## src/rtl/fetch_unit_if.sv

```systemverilog
// Decoder-side handshake between the fetch stage and the decoder.
// The fetch unit drives the code word and its PC; the decoder drives ready.
interface fetch_unit_if #(
  parameter int ADDR_W = 8,
  parameter int CODE_W = 11
);
  logic [CODE_W-1:0] code;
  logic [ADDR_W-1:0] code_pc;
  logic              code_valid;
  logic              code_ready;

  modport master (output code, output code_pc, output code_valid, input code_ready);
  modport slave  (input code, input code_pc, input code_valid, output code_ready);
endinterface

```

## src/rtl/fetch_unit.sv

```systemverilog
// Instruction-fetch stage: owns the PC, drives the synchronous instruction
// memory, buffers returned words in a 2-entry FIFO and hands them to the
// decoder over a valid/ready handshake. Supports jump redirects and a
// sticky halt.
module fetch_unit #(
  parameter int                ADDR_W   = 8,
  parameter int                CODE_W   = 11,
  parameter logic [ADDR_W-1:0] RESET_PC = '0
) (
  input  logic              clk,
  input  logic              reset,
  output logic              imem_en,
  output logic [ADDR_W-1:0] imem_addr,
  input  logic [CODE_W-1:0] imem_code,
  input  logic              redirect,
  input  logic [ADDR_W-1:0] redirect_addr,
  input  logic              halt,
  fetch_unit_if.master      dec,
  output logic              halted
);

  typedef enum logic [1:0] {IDLE, RUN, HALTED} state_t;

  state_t            state, state_next;
  logic [ADDR_W-1:0] pc;
  logic [ADDR_W-1:0] inflight_pc;
  logic              inflight;
  logic [1:0]        occ;
  logic              rd_ptr, wr_ptr;
  logic [CODE_W-1:0] fifo_code [2];
  logic [ADDR_W-1:0] fifo_pc   [2];

  logic              head_valid;
  logic              xfer;
  logic              do_redirect;
  logic              issue;
  logic              push;
  logic [2:0]        demand;

  assign head_valid = (occ != 2'd0);
  assign xfer       = head_valid & dec.code_ready;
  assign demand     = {1'b0, occ} + {2'b00, inflight};
  // A redirect in the same cycle as a returning word kills that word.
  assign push       = inflight & ~do_redirect;

  // Next state, redirect acceptance and the issue decision; redirect and halt beat issuing.
  always_comb begin
    state_next  = state;
    do_redirect = 1'b0;
    issue       = 1'b0;
    case (state)
      IDLE: state_next = RUN;
      RUN: begin
        do_redirect = redirect;
        issue       = !redirect && !halt && (demand <= (3'd1 + {2'b00, xfer}));
        if (halt) state_next = HALTED;
      end
      HALTED: state_next = HALTED;
      default: state_next = IDLE;
    endcase
  end

  // State register; HALTED is only left through reset.
  always_ff @(posedge clk or negedge reset) begin
    if (!reset) state <= IDLE;
    else        state <= state_next;
  end

  // PC, outstanding-fetch tracking and FIFO pointers/occupancy.
  always_ff @(posedge clk or negedge reset) begin
    if (!reset) begin
      pc          <= RESET_PC;
      inflight    <= 1'b0;
      inflight_pc <= '0;
      occ         <= 2'd0;
      rd_ptr      <= 1'b0;
      wr_ptr      <= 1'b0;
    end else begin
      inflight <= issue;
      if (issue) inflight_pc <= pc;
      if (do_redirect)  pc <= redirect_addr;
      else if (issue)   pc <= pc + ADDR_W'(1);
      if (do_redirect) begin
        occ    <= 2'd0;
        rd_ptr <= 1'b0;
        wr_ptr <= 1'b0;
      end else begin
        if (push) wr_ptr <= ~wr_ptr;
        if (xfer) rd_ptr <= ~rd_ptr;
        case ({push, xfer})
          2'b10:   occ <= occ + 2'd1;
          2'b01:   occ <= occ - 2'd1;
          default: occ <= occ;
        endcase
      end
    end
  end

  // FIFO storage; contents only matter while occupancy marks them valid.
  always_ff @(posedge clk) begin
    if (push) begin
      fifo_code[wr_ptr] <= imem_code;
      fifo_pc[wr_ptr]   <= inflight_pc;
    end
  end

  assign imem_en        = issue;
  assign imem_addr      = pc;
  assign dec.code_valid = head_valid;
  assign dec.code       = head_valid ? fifo_code[rd_ptr] : '0;
  assign dec.code_pc    = head_valid ? fifo_pc[rd_ptr]   : '0;
  assign halted         = (state == HALTED) && (occ == 2'd0) && !inflight;

endmodule
```

## src/flat_wrapper.sv

```systemverilog
// flat-port wrapper written by rule: the top's interface ports become plain ports
module fetch_unit_flat 
#(
  parameter int                ADDR_W   = 8,
  parameter int                CODE_W   = 11,
  parameter logic [ADDR_W-1:0] RESET_PC = '0
)
  (clk, reset, imem_en, imem_addr, imem_code, redirect, redirect_addr, halt, halted, dec_code, dec_code_pc, dec_code_valid, dec_code_ready);
  fetch_unit_if #(.ADDR_W(ADDR_W), .CODE_W(CODE_W)) dec_i ();
  input  logic clk;
  input  logic reset;
  output logic imem_en;
  output logic [ADDR_W-1:0] imem_addr;
  input  logic [CODE_W-1:0] imem_code;
  input  logic redirect;
  input  logic [ADDR_W-1:0] redirect_addr;
  input  logic halt;
  output logic halted;
  output wire logic [$bits(dec_i.code)-1:0] dec_code;
  output wire logic [$bits(dec_i.code_pc)-1:0] dec_code_pc;
  output wire logic [$bits(dec_i.code_valid)-1:0] dec_code_valid;
  input wire logic [$bits(dec_i.code_ready)-1:0] dec_code_ready;
  assign dec_code = dec_i.code;
  assign dec_code_pc = dec_i.code_pc;
  assign dec_code_valid = dec_i.code_valid;
  assign dec_i.code_ready = dec_code_ready;
  fetch_unit #(.ADDR_W(ADDR_W), .CODE_W(CODE_W), .RESET_PC(RESET_PC)) u_core (.clk(clk), .reset(reset), .imem_en(imem_en), .imem_addr(imem_addr), .imem_code(imem_code), .redirect(redirect), .redirect_addr(redirect_addr), .halt(halt), .dec(dec_i), .halted(halted));
endmodule
```

## config.mk

```make
export PLATFORM = sky130hd
export DESIGN_NAME = fetch_unit_flat
export DESIGN_NICKNAME = d
export VERILOG_FILES = /design/src/rtl/fetch_unit_if.sv /design/src/rtl/fetch_unit.sv /design/src/flat_wrapper.sv
export SDC_FILE = /design/constraint.sdc
export NUM_CORES = 1
export LEC_CHECK = 0
export BUFFER_PORTS_ARGS = -buffer_cell sky130_fd_sc_hd__buf_2
export CAP_MARGIN = 30
export CELL_PAD_IN_SITES_DETAIL_PLACEMENT = 1
export CELL_PAD_IN_SITES_GLOBAL_PLACEMENT = 1
export CORE_UTILIZATION = 35
export DETAILED_ROUTE_END_ITERATION = 8
export PLACE_DENSITY_LB_ADDON = 0.1
export SLEW_MARGIN = 15
export SYNTH_ARGS = -nofsm -noshare
export SYNTH_HDL_FRONTEND = slang
export SYNTH_SLANG_ARGS = --single-unit
export TNS_END_PERCENT = 50
```

## constraint.sdc

```tcl
create_clock -name clk -period 2.7 [get_ports clk]
set_input_delay 0.27 -clock clk [delete_from_list [all_inputs] [get_ports clk]]
set_output_delay 0.27 -clock clk [all_outputs]
set_load 0.03 [all_outputs]
```

# After elaboration in Yosys (flattened, before gate mapping)
# Memories as Yosys holds them, arrays and structs flattened.
# Cells that the tools add are included.
[word_totals]
latchBits = 0
romBits = 0
out_inout_bits = 30
wordCells = 55
in_bits = 24
ramBits = 38
register_bits = 23
mem_count = 2
[classes]
n_div = 0
addsub = 5
mul = 0
n_shift = 0
magnitude_cmp = 1
bitwise_logic = 5
n_eq_ne = 5
mux = 16
n_reduce_logical = 14
[memory_table]
columns = ["memory", "depth", "word_bits", "rd", "rd_ports_with_merged_regs", "write_ports", "line", "source"]
rows = [
  ["u_core.fifo_code", 2, 11, 1, 0, 1, "fetch_unit.sv:30", "logic [CODE_W-1:0] fifo_code [2];"],
  ["u_core.fifo_pc", 2, 8, 1, 0, 1, "fetch_unit.sv:31", "logic [ADDR_W-1:0] fifo_pc [2];"],
]
[ops]
columns = ["op", "n"]
rows = [
  ["$mux W8", 3],
  ["$mux W11", 1],
  ["$add A8 B1 Y8 const B", 1],
  ["$mux W1", 8],
  ["$reduce_bool A2 Y1", 4],
  ["$pmux W2 S3", 1],
  ["$eq A2 B1 Y1 const B", 2],
  ["$eq A2 B2 Y1 const B", 2],
  ["$logic_and A1 B1 Y1", 4],
  ["$logic_not A2 Y1", 2],
  ["$mux W2", 2],
  ["$pmux W2 S2", 1],
  ["$add A2 B1 Y3", 1],
  ["$le A3 B3 Y1", 1],
  ["$logic_not A1 Y1", 3],
  ["$not A1 Y1", 3],
  ["$reduce_bool A3 Y1", 1],
  ["$add A1 B1 Y2 const A", 1],
  ["$add A2 B1 Y2 const B", 1],
  ["$and A1 B1 Y1", 2],
  ["$ne A2 B2 Y1 const B", 1],
  ["$sub A2 B1 Y2 const B", 1],
]

# Depth between registers and ports, before layout
# Gate-level depths: netlist of the first run.
[logic_depth]
word_depth = 8
mapped_depth = 9
mapped_depth_nobuf = 7

# Worst setup path before layout of the first run
# No wires, ideal clock.
[synth_timing]
path_type = "reg2reg"
startpoint = "register u_core.occ[0]"
endpoint = "register u_core.inflight_pc[1]"
setup_slack_ps = -189
path_stages_with_launch = 9
setup_ps = 125
period_less_slack_ps = 2889
required_time_ps = 2575
t_arrival_ps = 2764
path_buffers = 2
cell_sequence = "dfrtp_1 o21ai_1 inv_1 fa_1 or3b_1 buf_2 a211oi_1 buf_2 mux2_2"
[synth_between]
elab_chain_len = 6
elab_cells_between_ends = 7
classes_between = "2 x add/sub; 1 x order compare; 1 x mux; 1 x bitwise; 2 x reduce/logical"
[synth_rtl]
columns = ["element", "line", "source"]
rows = [
  ["start: declaration", "fetch_unit.sv:28", "logic [1:0] occ;"],
  ["start signal: assignment", "fetch_unit.sv:91", "2'b10: occ <= occ + 2'd1;"],
  ["start signal: assignment", "fetch_unit.sv:92", "2'b01: occ <= occ - 2'd1;"],
  ["$reduce_bool A2 Y1", "fetch_unit.sv:40", "assign head_valid = (occ != 2'd0);"],
  ["$and A1 B1 Y1", "fetch_unit.sv:41", "assign xfer = head_valid & dec.code_ready;"],
  ["$add A1 B1 Y2", "fetch_unit.sv:55", "issue = !redirect && !halt && (demand <= (3'd1 + {2'b00, xfer}));"],
  ["$le A3 B3 Y1 *", "fetch_unit.sv:55", ""],
  ["$logic_and A1 B1 Y1 *", "fetch_unit.sv:55", ""],
  ["$mux W1 *", "fetch_unit.sv:51", "case (state)"],
  ["net imem_en", "flat_wrapper.sv:12", "output logic imem_en;"],
  ["end signal: assignment", "fetch_unit.sv:80", "if (issue) inflight_pc <= pc;"],
  ["end: declaration", "fetch_unit.sv:26", "logic [ADDR_W-1:0] inflight_pc;"],
]
# Mark *: on every way through the listed nets, which the timed path passes. The rest lies on a longest branch.
# A chain may end at the register's enable or synchronous reset.

# Final worst setup path of the first run
[layout_timing]
startpoint = "register u_core.occ[0]"
endpoint = "output imem_en"
[layout_between]
elab_chain_len = 6
elab_cells_between_ends = 7
classes_between = "2 x add/sub; 1 x order compare; 1 x mux; 1 x bitwise; 2 x reduce/logical"
[layout_rtl]
columns = ["element", "line"]
rows = [
  ["$reduce_bool A2 Y1", "fetch_unit.sv:40"],
  ["$and A1 B1 Y1", "fetch_unit.sv:41"],
  ["$add A1 B1 Y2", "fetch_unit.sv:55"],
  ["$le A3 B3 Y1 *", "fetch_unit.sv:55"],
  ["$logic_and A1 B1 Y1 *", "fetch_unit.sv:55"],
  ["$mux W1 *", "fetch_unit.sv:51"],
  ["end: declaration", "flat_wrapper.sv:12"],
]
# Mark *: on every way between the ends. The rest lies on a longest branch, timed or not.

==> reports/summary.txt, run 1 <==
status - finished clean
buffers and inverters on the worst path - 3
sequential power share - 0.378
vias in the first global route - 1841
Post-synth EDFFs - 38
Clk pwr share - 0.212
Setup crit start kind - register
DRC viols - 0
Synth Warn # - 0
initial antenna violation count - 0
crit-path max cell delay - 470 ps
most frequent CP cell - buf_6
worst hold stages - 1
worst-case clock buffer depth - 2
Cell Int Power - 2200 uW
GRT met3 Usage - 0.0448
DP Worst Slack - 40.2 ps
initial drt markers - 57
leak pwr - 0.00143 uW
CTS Root Cell - clkbuf_8
async set-reset flop share out of synthesis - 0.377
unrepaired setup endpoints after global routing - true
IO Port Bufs - 53
critical path fanouts, max - 4
die area - 0.00789 mm^2
CTS tree - done
Mapped Cells - 197
worst min path class - input pin to register
WS Path Type - register to primary output
total power - 3660 uW
Unique masters post-synth - 34
leading cell types in the layout, fill and taps excluded - 52 x buf_2, 38 x edfxtp_1, 26 x nor2_1
DR WL/cell - 14.9 um
pin count of the biggest net entering global routing - 24
Post-Place Cells - 354
met1 global-route usage - 0.192
GR Util met2 - 0.269
Setup TNS Final - 0 ps
Chip Width - 88.8 um
final core occ - 0.466
Net Switching - 1450 uW
Post-Syn Area per Cell - 13.4 um^2
worst rel slew slack - 0.641
first-pass GRT wire length - 9110 um
post-route non-filler standard cell count - 378
clk slew on worst S/H paths - 70 ps
diode count - 0
critical path depth - 7
switching part of the total power - 0.397
Crit path required time - 2430 ps
clk_skew - 6.54 ps
chip height - 88.8 um
Vias/cell - 4.76
CP arrival - 2400 ps
Comb pwr share - 0.410
site row count - 31
leading cell type in the layout, fill and taps excluded - buf_2
GRT busiest layer - met2
area grow syn2layout - 28.0%
syn_nets - 229
Initial Utilization - 0.364
Final Hold Fails - 0
Final setup viols - 0
crit path time final - 2670 ps
IO Pins - 54
gr usage total - 0.162
crit-path leading delay family - adder cells
GPL Wtd Cong - 0.769
Vias - 1800
setup ws final - 28.1 ps
worst-path cell chain - ha_2, inv_2, fa_1, or3b_4, a211oi_2, buf_6, buf_6
FF+latch count, synth - 61
DR pass1 iterations - 4
Max Cap Viol - 0
gr ovfl total - 0
DP HPWL - 3750 um
clk sinks - 61
clock latency on the worst-skew pair - 340 ps
Critical Path Sink Type - primary output
core area - 0.00725 mm^2
total CTS buffers - 9
Synth Flop Type - edfxtp_1
slowest CP cell - fa_1
Pwr Density - 1080 mW/mm^2
Worst Reg2Reg Path Length in Cells - 8
Slew @ Worst Pin - 538 ps
Slew Limit Fails - 0
Nets - 306
period utilization - 0.990
layout cells sized above 1 - 0.366
drt total wl - 5640 um
Antenna Nets Post-Route - 0
H-tree levels - 3
Fill cells - 788
f_max - 374 MHz
synthesized area - 0.00264 mm^2
worst IR drop on VDD - 0.436 mV
sequential area share after synthesis - 0.651
-- area by class of cell --
cell class / instances / area (um^2) / share of cell area
Tap cell: 99 / 124 / 0.0367
Multi-Input combinational cell: 118 / 876 / 0.259
Inverter: 9 / 33.8 / 0.0100
Timing Repair Buffer: 75 / 443 / 0.131
Clock buffer: 10 / 128 / 0.0378
Sequential cell: 61 / 1720 / 0.509
Clock inverter: 6 / 55.1 / 0.0163
-- flip-flops by register name, indices dropped and copies added (netlist names) --
register and cells:
u_core.state 2, u_core.rd_ptr 1, u_core.wr_ptr 1, u_core.fifo_code 22
u_core.inflight 1, u_core.fifo_pc 16, u_core.imem_addr 8, u_core.inflight_pc 8
u_core.occ 2
-- cell usage after synthesis, drive strengths merged, types with 2 or more instances --
library cell / count / area share
a211oi: 4 / 0.011
edfxtp: 38 / 0.43
mux2i: 20 / 0.076
o21ai: 8 / 0.015
mux2: 8 / 0.034
buf: 2 / 0.0038
clkbuf: 7 / 0.010
inv: 9 / 0.013
dfrtp: 23 / 0.22
nand2: 10 / 0.014
a2111oi: 2 / 0.0066
o31ai: 2 / 0.0057
xnor2: 7 / 0.023
ha: 7 / 0.033
nor3: 2 / 0.0038
a21oi: 3 / 0.0057
and3: 3 / 0.0071
nand3: 2 / 0.0038
nor2: 26 / 0.037
-- cells by family after synthesis --
logic type | synth area share
simple gates | 0.0849
fa+ha+maj | 0.0408
flops | 0.651
xor+xnor | 0.0266
compound gates | 0.0602
mux | 0.110
buf+inv | 0.0266
-- power by group through the flow --
stage	clock, uW	combinational [uW]	sequential [uW]
final	776	1500	1380
after floorplan	0	930	1450
after detailed placement	0	1440	1400
after global routing	847	1660	1410
after CTS	797	1510	1390
after global placement	0	1420	1390
-- worst paths after layout --
kind | slack (ps) | endpoint | from
max | 30 | imem_en | u_core.occ[0]
min | 120 | u_core.fifo_code[1][9] | imem_code[9]
max reg2reg | 100 | u_core.inflight_pc[6] | u_core.occ[0]
min reg2reg | 470 | u_core.fifo_pc[0][7] | u_core.inflight_pc[7]
max in group asynchronous | 1870 | u_core.occ[1] | reset
min in group asynchronous | 440 | u_core.imem_addr[1] | reset
-- metrics by stage --
step,area (um^2),hold WS [ps]
after global routing,3380,95.2
after detailed placement,3120,295
after CTS,3360,101
after floorplan,2650,-25.6
final,3380,117
after global placement,3120,288
-- repair_timing --
action | 4_1_cts | 5_1_grt
buffers inserted | 5 | 2
pin swaps | 2 | 7
hold buffers | 1 | 0
endpoints found under the setup margin | 2 | 4
resized for setup | 4 | 3
hold endpoints to repair | 23 | 0
-- metal layers --
layer,part of all wire,vias to the layer above
li1,-,860
met4,0.018,0
met1,0.45,884
met5,0,-
met2,0.49,47
met3,0.049,9
Note: power is estimated with default switching activity, not from simulation.
==> inputs of run 2 (changes only) <==
==> constraint.sdc (replaced) <==
create_clock -name clk -period 2.7 [get_ports clk]
set_input_delay 0.135 -clock clk [delete_from_list [all_inputs] [get_ports clk]]
set_output_delay 0.135 -clock clk [all_outputs]
set_load 0.03 [all_outputs]
==> reports/summary.txt, run 2 (synthesis gave the netlist of run 1 again) <==
Final Hold Fails - 0 (unchanged)
DR WL/cell - 14.4 um (-3.7%)
sequential power share - 0.385 (+0.007)
CTS tree - done
Setup crit start kind - register
HP Start - redirect_addr[2]
GPL Wtd Cong - 0.786 (+2.3%)
CTS Root Cell - clkbuf_8
core area - 0.00725 mm^2 (unchanged)
first-pass GRT wire length - 8780 um (-3.6%)
Largest Register - u_core.fifo_code
Final setup viols - 0 (unchanged)
Critical Path Sink Type - primary output
r2r endpoint - u_core.imem_addr[7]
worst rel slew slack - 0.574 (-0.0676)
unrepaired setup endpoints after global routing - false
switching part of the total power - 0.394 (-0.00313)
Slew Limit Fails - 0 (unchanged)
leading cell type in the layout, fill and taps excluded - buf_2
initial drt markers - 46 (-19%)
hold path endpoint - u_core.imem_addr[2]
Pwr Density - 1050 mW/mm^2 (-3.0%)
Net Switching - 1420 uW (-2.6%)
Largest register FFs - 22 (unchanged)
worst IR drop on VDD - 0.423 mV (-3.0%)
Cell Int Power - 2170 uW (-1.4%)
DP HPWL - 3630 um (-3.3%)
worst min path class - input pin to register
crit path time final - 2570 ps (-99.0 ps)
top flop regs - u_core.fifo_code x22, u_core.fifo_pc x16
status - finished clean
gr ovfl total - 0 (unchanged)
total CTS buffers - 9 (unchanged)
Initial Utilization - 0.364 (unchanged)
clk_skew - 5.70 ps (-0.842 ps)
Setup TNS Final - 0 ps (unchanged)
Vias - 1788 (-0.67%)
Comb pwr share - 0.405 (-0.005)
initial antenna violation count - 0 (unchanged)
DRC viols - 0 (unchanged)
Reg2Reg Launch Point - u_core.occ[1]
DP Worst Slack - 95.2 ps (+55.0 ps)
FF-to-FF setup slack - 150 ps (+50 ps)
Nets - 308 (+0.65%)
Clk pwr share - 0.210 (-0.002)
pin count of the biggest net entering global routing - 24 (unchanged)
clock latency on the worst-skew pair - 320 ps (-20 ps)
total power - 3590 uW (-1.9%)
f_max - 389 MHz (+3.8%)
gr usage total - 0.153 (-0.00829)
clk sinks - 61 (unchanged)
DP Area - 0.00309 mm^2 (-0.96%)
IO Port Bufs - 53 (unchanged)
H-tree levels - 3 (unchanged)
Chip Width - 88.8 um (unchanged)
Antenna Nets Post-Route - 0 (unchanged)
design area - 0.00342 mm^2 (+1.1%)
leak pwr - 0.00144 uW (+0.38%)
Slew @ Worst Pin - 640 ps (+101 ps)
worst hold stages - 3 (+2)
vias in the first global route - 1817 (-1.3%)
leading cell types in the layout, fill and taps excluded - 52 x buf_2, 38 x edfxtp_1, 26 x nor2_1
layout cells sized above 1 - 0.320 (-0.0453)
setup ws final - 127 ps (+99.0 ps)
clk slew on worst S/H paths - 70 ps (about the same)
site row count - 31 (unchanged)
Crit path required time - 2570 ps (+140 ps)
diode count - 0 (unchanged)
area grow syn2layout - 29.5%
DR pass1 iterations - 4 (unchanged)
critical path fanouts, max - 6 (+2)
WS Path Type - register to primary output
Max Cap Viol - 0 (unchanged)
die area - 0.00789 mm^2 (unchanged)
chip height - 88.8 um (unchanged)
period utilization - 0.953 (-0.0367)
IO Pins - 54 (unchanged)
Vias/cell - 4.71 (-1.2%)
worst-case clock buffer depth - 2 (unchanged)
Worst Reg2Reg Path Length in Cells - 7 (-1)
drt total wl - 5450 um (-3.2%)
CP arrival - 2440 ps (+40 ps)
## run 2: cell type report
type | instances | area [um^2]
fillers | 798 | 3840
flip-flops and latches | 61 | 1720
multi-input cells | 118 | 881
repair buffers | 77 | 482
clock buffers | 13 | 139
well taps | 99 | 124
clock inverters | 3 | 40.0
inverters | 9 | 33.8
## run 2: worst max-delay path by stage
stage | from | cells past startpoint | end | slack (ps)
2_1_floorplan | u_core.occ[0] | 8 | u_core.inflight_pc[1] | 60
5_1_grt | u_core.occ[1] | 7 | imem_en | 8
3_5_place_dp | u_core.occ[1] | 7 | u_core.imem_addr[7] | 100
3_3_place_gp | u_core.occ[1] | 7 | u_core.imem_addr[7] | 150
4_1_cts | u_core.occ[1] | 7 | imem_en | 40
6_report | u_core.occ[1] | 7 | imem_en | 130
## run 2: repair_timing
action                                  4_1_cts  5_1_grt
hold buffers                                 12        0
endpoints found under the setup margin        1       13
hold endpoints to repair                     45        0
pin swaps                                     0        3
gates resized for setup                       4        2
buffers inserted                              2        0
## run 2: power by group through the flow
stage / sequential, uW / clock [uW] / combinational, uW
2_1_floorplan: 1450 / 0 / 930
5_1_grt: 1410 / 825 / 1610
4_1_cts: 1380 / 777 / 1480
3_3_place_gp: 1390 / 0 / 1400
6_report: 1380 / 754 / 1450
3_5_place_dp: 1400 / 0 / 1430
## run 2: metal layers
layer,share of wire,track usage,up-vias
li1,-,-,867
met3,0.050,0.0401,9
met2,0.47,0.249,51
met4,0.015,0.0704,0
met1,0.46,0.192,861
met5,0,0,-
## run 2: through the flow
step	std cells	hold slack (ps)	utilization
after global routing	380	26.3	0.471
after floorplan	197	-161	-
final	380	21.4	0.471
after detailed placement	350	159	0.425
after CTS	380	7.33	0.471
after global placement	350	160	0.425
## run 2: critical path: stages, from the launching register on
cell      delay [ps]
dfrtp_1          430
o21ai_2          160
inv_1             70
fa_1             500
o31ai_2          510
a211oi_2         150
buf_6            150
buf_4            160
==> inputs of run 3 (changes only) <==
Settings changed: CORE_ASPECT_RATIO from default to 0.8, CORE_UTILIZATION 35 to 43.
Clock period 2.7 ns to 2.9 ns, I/O delays scaled along.
==> reports/summary.txt, run 3 (synthesis gave the netlist of run 1 again) <==
IO Pins - 54 (unchanged)
chip height - 72.1 um (-19%)
DR WL/cell - 15.5 um (+7.8%)
Nets - 305 (-0.97%)
diode count - 0 (unchanged)
clk sinks - 61 (unchanged)
die area - 0.00645 mm^2 (-18%)
leading cell type in the layout, fill and taps excluded - buf_2
worst min path class - input pin to register
Vias/cell - 4.96 (+5.3%)
Max Cap Viol - 0 (unchanged)
post-route non-filler standard cell count - 359 (-5.5%)
Post-Place Cells - 329 (-6.0%)
DR pass1 iterations - 4 (unchanged)
clk slew on worst S/H paths - 60 ps (about the same)
initial antenna violation count - 0 (unchanged)
DP Area - 0.00303 mm^2 (-1.9%)
clock latency on the worst-skew pair - 340 ps (+20 ps)
drt total wl - 5560 um (+1.9%)
leak pwr - 0.00143 uW (about the same)
initial drt markers - 48 (+4.3%)
DP Worst Slack - 201 ps (+106 ps)
gr usage total - 0.195 (+0.0421)
Multi-input gate area - 858 um^2 (-2.6%)
Final Hold Fails - 0 (unchanged)
top flop regs - u_core.fifo_code x22, u_core.fifo_pc x16
critical path fanouts, max - 6 (unchanged)
DP HPWL - 3630 um (+0.13%)
GPL Wtd Cong - 0.720 (-8.5%)
Clk pwr share - 0.254 (+0.044)
design area - 0.00341 mm^2 (-0.29%)
Slew @ Worst Pin - 551 ps (-88.9 ps)
Chip Width - 89.6 um (+0.84%)
H-tree levels - 3 (unchanged)
Fill cells - 613 (-23%)
gr ovfl total - 0 (unchanged)
setup ws final - 143 ps (+16.2 ps)
period utilization - 0.951
worst IR drop on VDD - 0.438 mV (+3.5%)
Slew Limit Fails - 0 (unchanged)
Comb pwr share - 0.371 (-0.034)
CTS Root Cell - clkbuf_8
Crit path required time - 2760 ps (+190 ps)
CP arrival - 2610 ps (+170 ps)
CTS tree - done
layout cells sized above 1 - 0.320 (about the same)
Pwr Density - 1030 mW/mm^2 (-2.1%)
worst-case clock buffer depth - 2 (unchanged)
clk_skew - 6.47 ps (+0.765 ps)
switching part of the total power - 0.378 (-0.0158)
worst rel slew slack - 0.623 (+0.0498)
site row count - 25 (-19%)
Largest Register - u_core.fifo_code
WS Path Type - register to primary output
vias in the first global route - 1858 (+2.3%)
Largest register FFs - 22 (unchanged)
Setup crit start kind - register
Vias - 1779 (-0.50%)
worst-path cell chain - o21ai_1, inv_1, fa_1, or3b_4, a211oi_1, buf_4, clkbuf_4
status - finished clean
Setup TNS Final - 0 ps (unchanged)
leading cell types in the layout, fill and taps excluded - 52 x buf_2, 38 x edfxtp_1, 26 x nor2_1
pin count of the biggest net entering global routing - 24 (unchanged)
first-pass GRT wire length - 8980 um (+2.3%)
sequential power share - 0.375 (-0.010)
area grow syn2layout - 29.1%
unrepaired setup endpoints after global routing - false
Antenna Nets Post-Route - 0 (unchanged)
Net Switching - 1330 uW (-6.3%)
crit-path max cell delay - 490 ps (-20 ps)
register area - 0.00172 mm^2 (+0.15%)
Critical Path Sink Type - primary output
core area - 0.00591 mm^2 (-18%)
Final setup viols - 0 (unchanged)
Initial Utilization - 0.446 (+0.0825)
slowest CP cell - fa_1
f_max - 363 MHz
IO Port Bufs - 53 (unchanged)
DRC viols - 0 (unchanged)
Cell Int Power - 2180 uW (+0.19%)
crit path time final - 2760 ps
total CTS buffers - 9 (unchanged)
run 3: area by class of cell:
class / count / area share
Clock buffer: 9 / 0.0364
Clock inverter: 7 / 0.0334
Inverter: 9 / 0.00992
Multi-Input combinational cell: 118 / 0.252
Sequential cell: 61 / 0.505
Tap cell: 81 / 0.0298
Timing Repair Buffer: 74 / 0.134
run 3: critical path, delay by kind of cell (launching register included):
| family | cells | cell delay (ps) |
|---|---|---|
| adder cells (fa/ha/maj) | 1 | 490 |
| buffers and inverters | 3 | 430 |
| flip-flops | 1 | 450 |
| AND/OR/NAND/NOR | 1 | 450 |
| AO/OA/AOI/OAI | 2 | 450 |
run 3: metal layers:
metal,share of wire,wire length (um),vias up,global-route usage
met1,0.47,2610,871,0.261
met2,0.48,2680,38,0.302
met5,0,0,-,0
met3,0.038,213,7,0.0717
met4,0.010,57,0,0.0529
li1,-,-,863,-
run 3: final timing paths:
check | startpoint | to | slack (ps) | depth (start not counted)
worst min register to register | u_core.inflight_pc[5] | u_core.fifo_pc[0][5] | 460 | 0
worst max-delay path | u_core.occ[0] | imem_en | 140 | 7
worst max register to register | u_core.occ[0] | u_core.inflight_pc[7] | 180 | 8
worst min-delay path | redirect_addr[5] | u_core.imem_addr[5] | 20 | 3
min in group asynchronous | reset | u_core.inflight_pc[6] | 320 | 2
max in group asynchronous | reset | u_core.occ[0] | 2190 | 2
run 3: power groups by stage:
stage | logic (uW) | clock network (uW) | registers (uW)
after floorplan | 858 | 0 | 1350
after global placement | 1250 | 0 | 1320
after detailed placement | 1280 | 0 | 1330
after CTS | 1310 | 914 | 1320
after global routing | 1430 | 956 | 1340
final | 1300 | 892 | 1310
run 3: per-stage QoR:
stage	total power, uW	utilization	hold slack (ps)
6_report	3510	0.576	20.6
3_5_place_dp	2610	0.512	163
3_3_place_gp	2580	0.512	167
5_1_grt	3730	0.576	23.2
2_1_floorplan	2210	-	-151
4_1_cts	3540	0.575	11.0
run 3: what timing repair did:
item / in CTS / in global routing
endpoints found under the setup margin: 1 / 9
resized for setup: 0 / 4
gates cloned: 0 / 0
setup buffers: 2 / 0
endpoints found under the hold margin: 45 / 0
hold buffers: 12 / 0
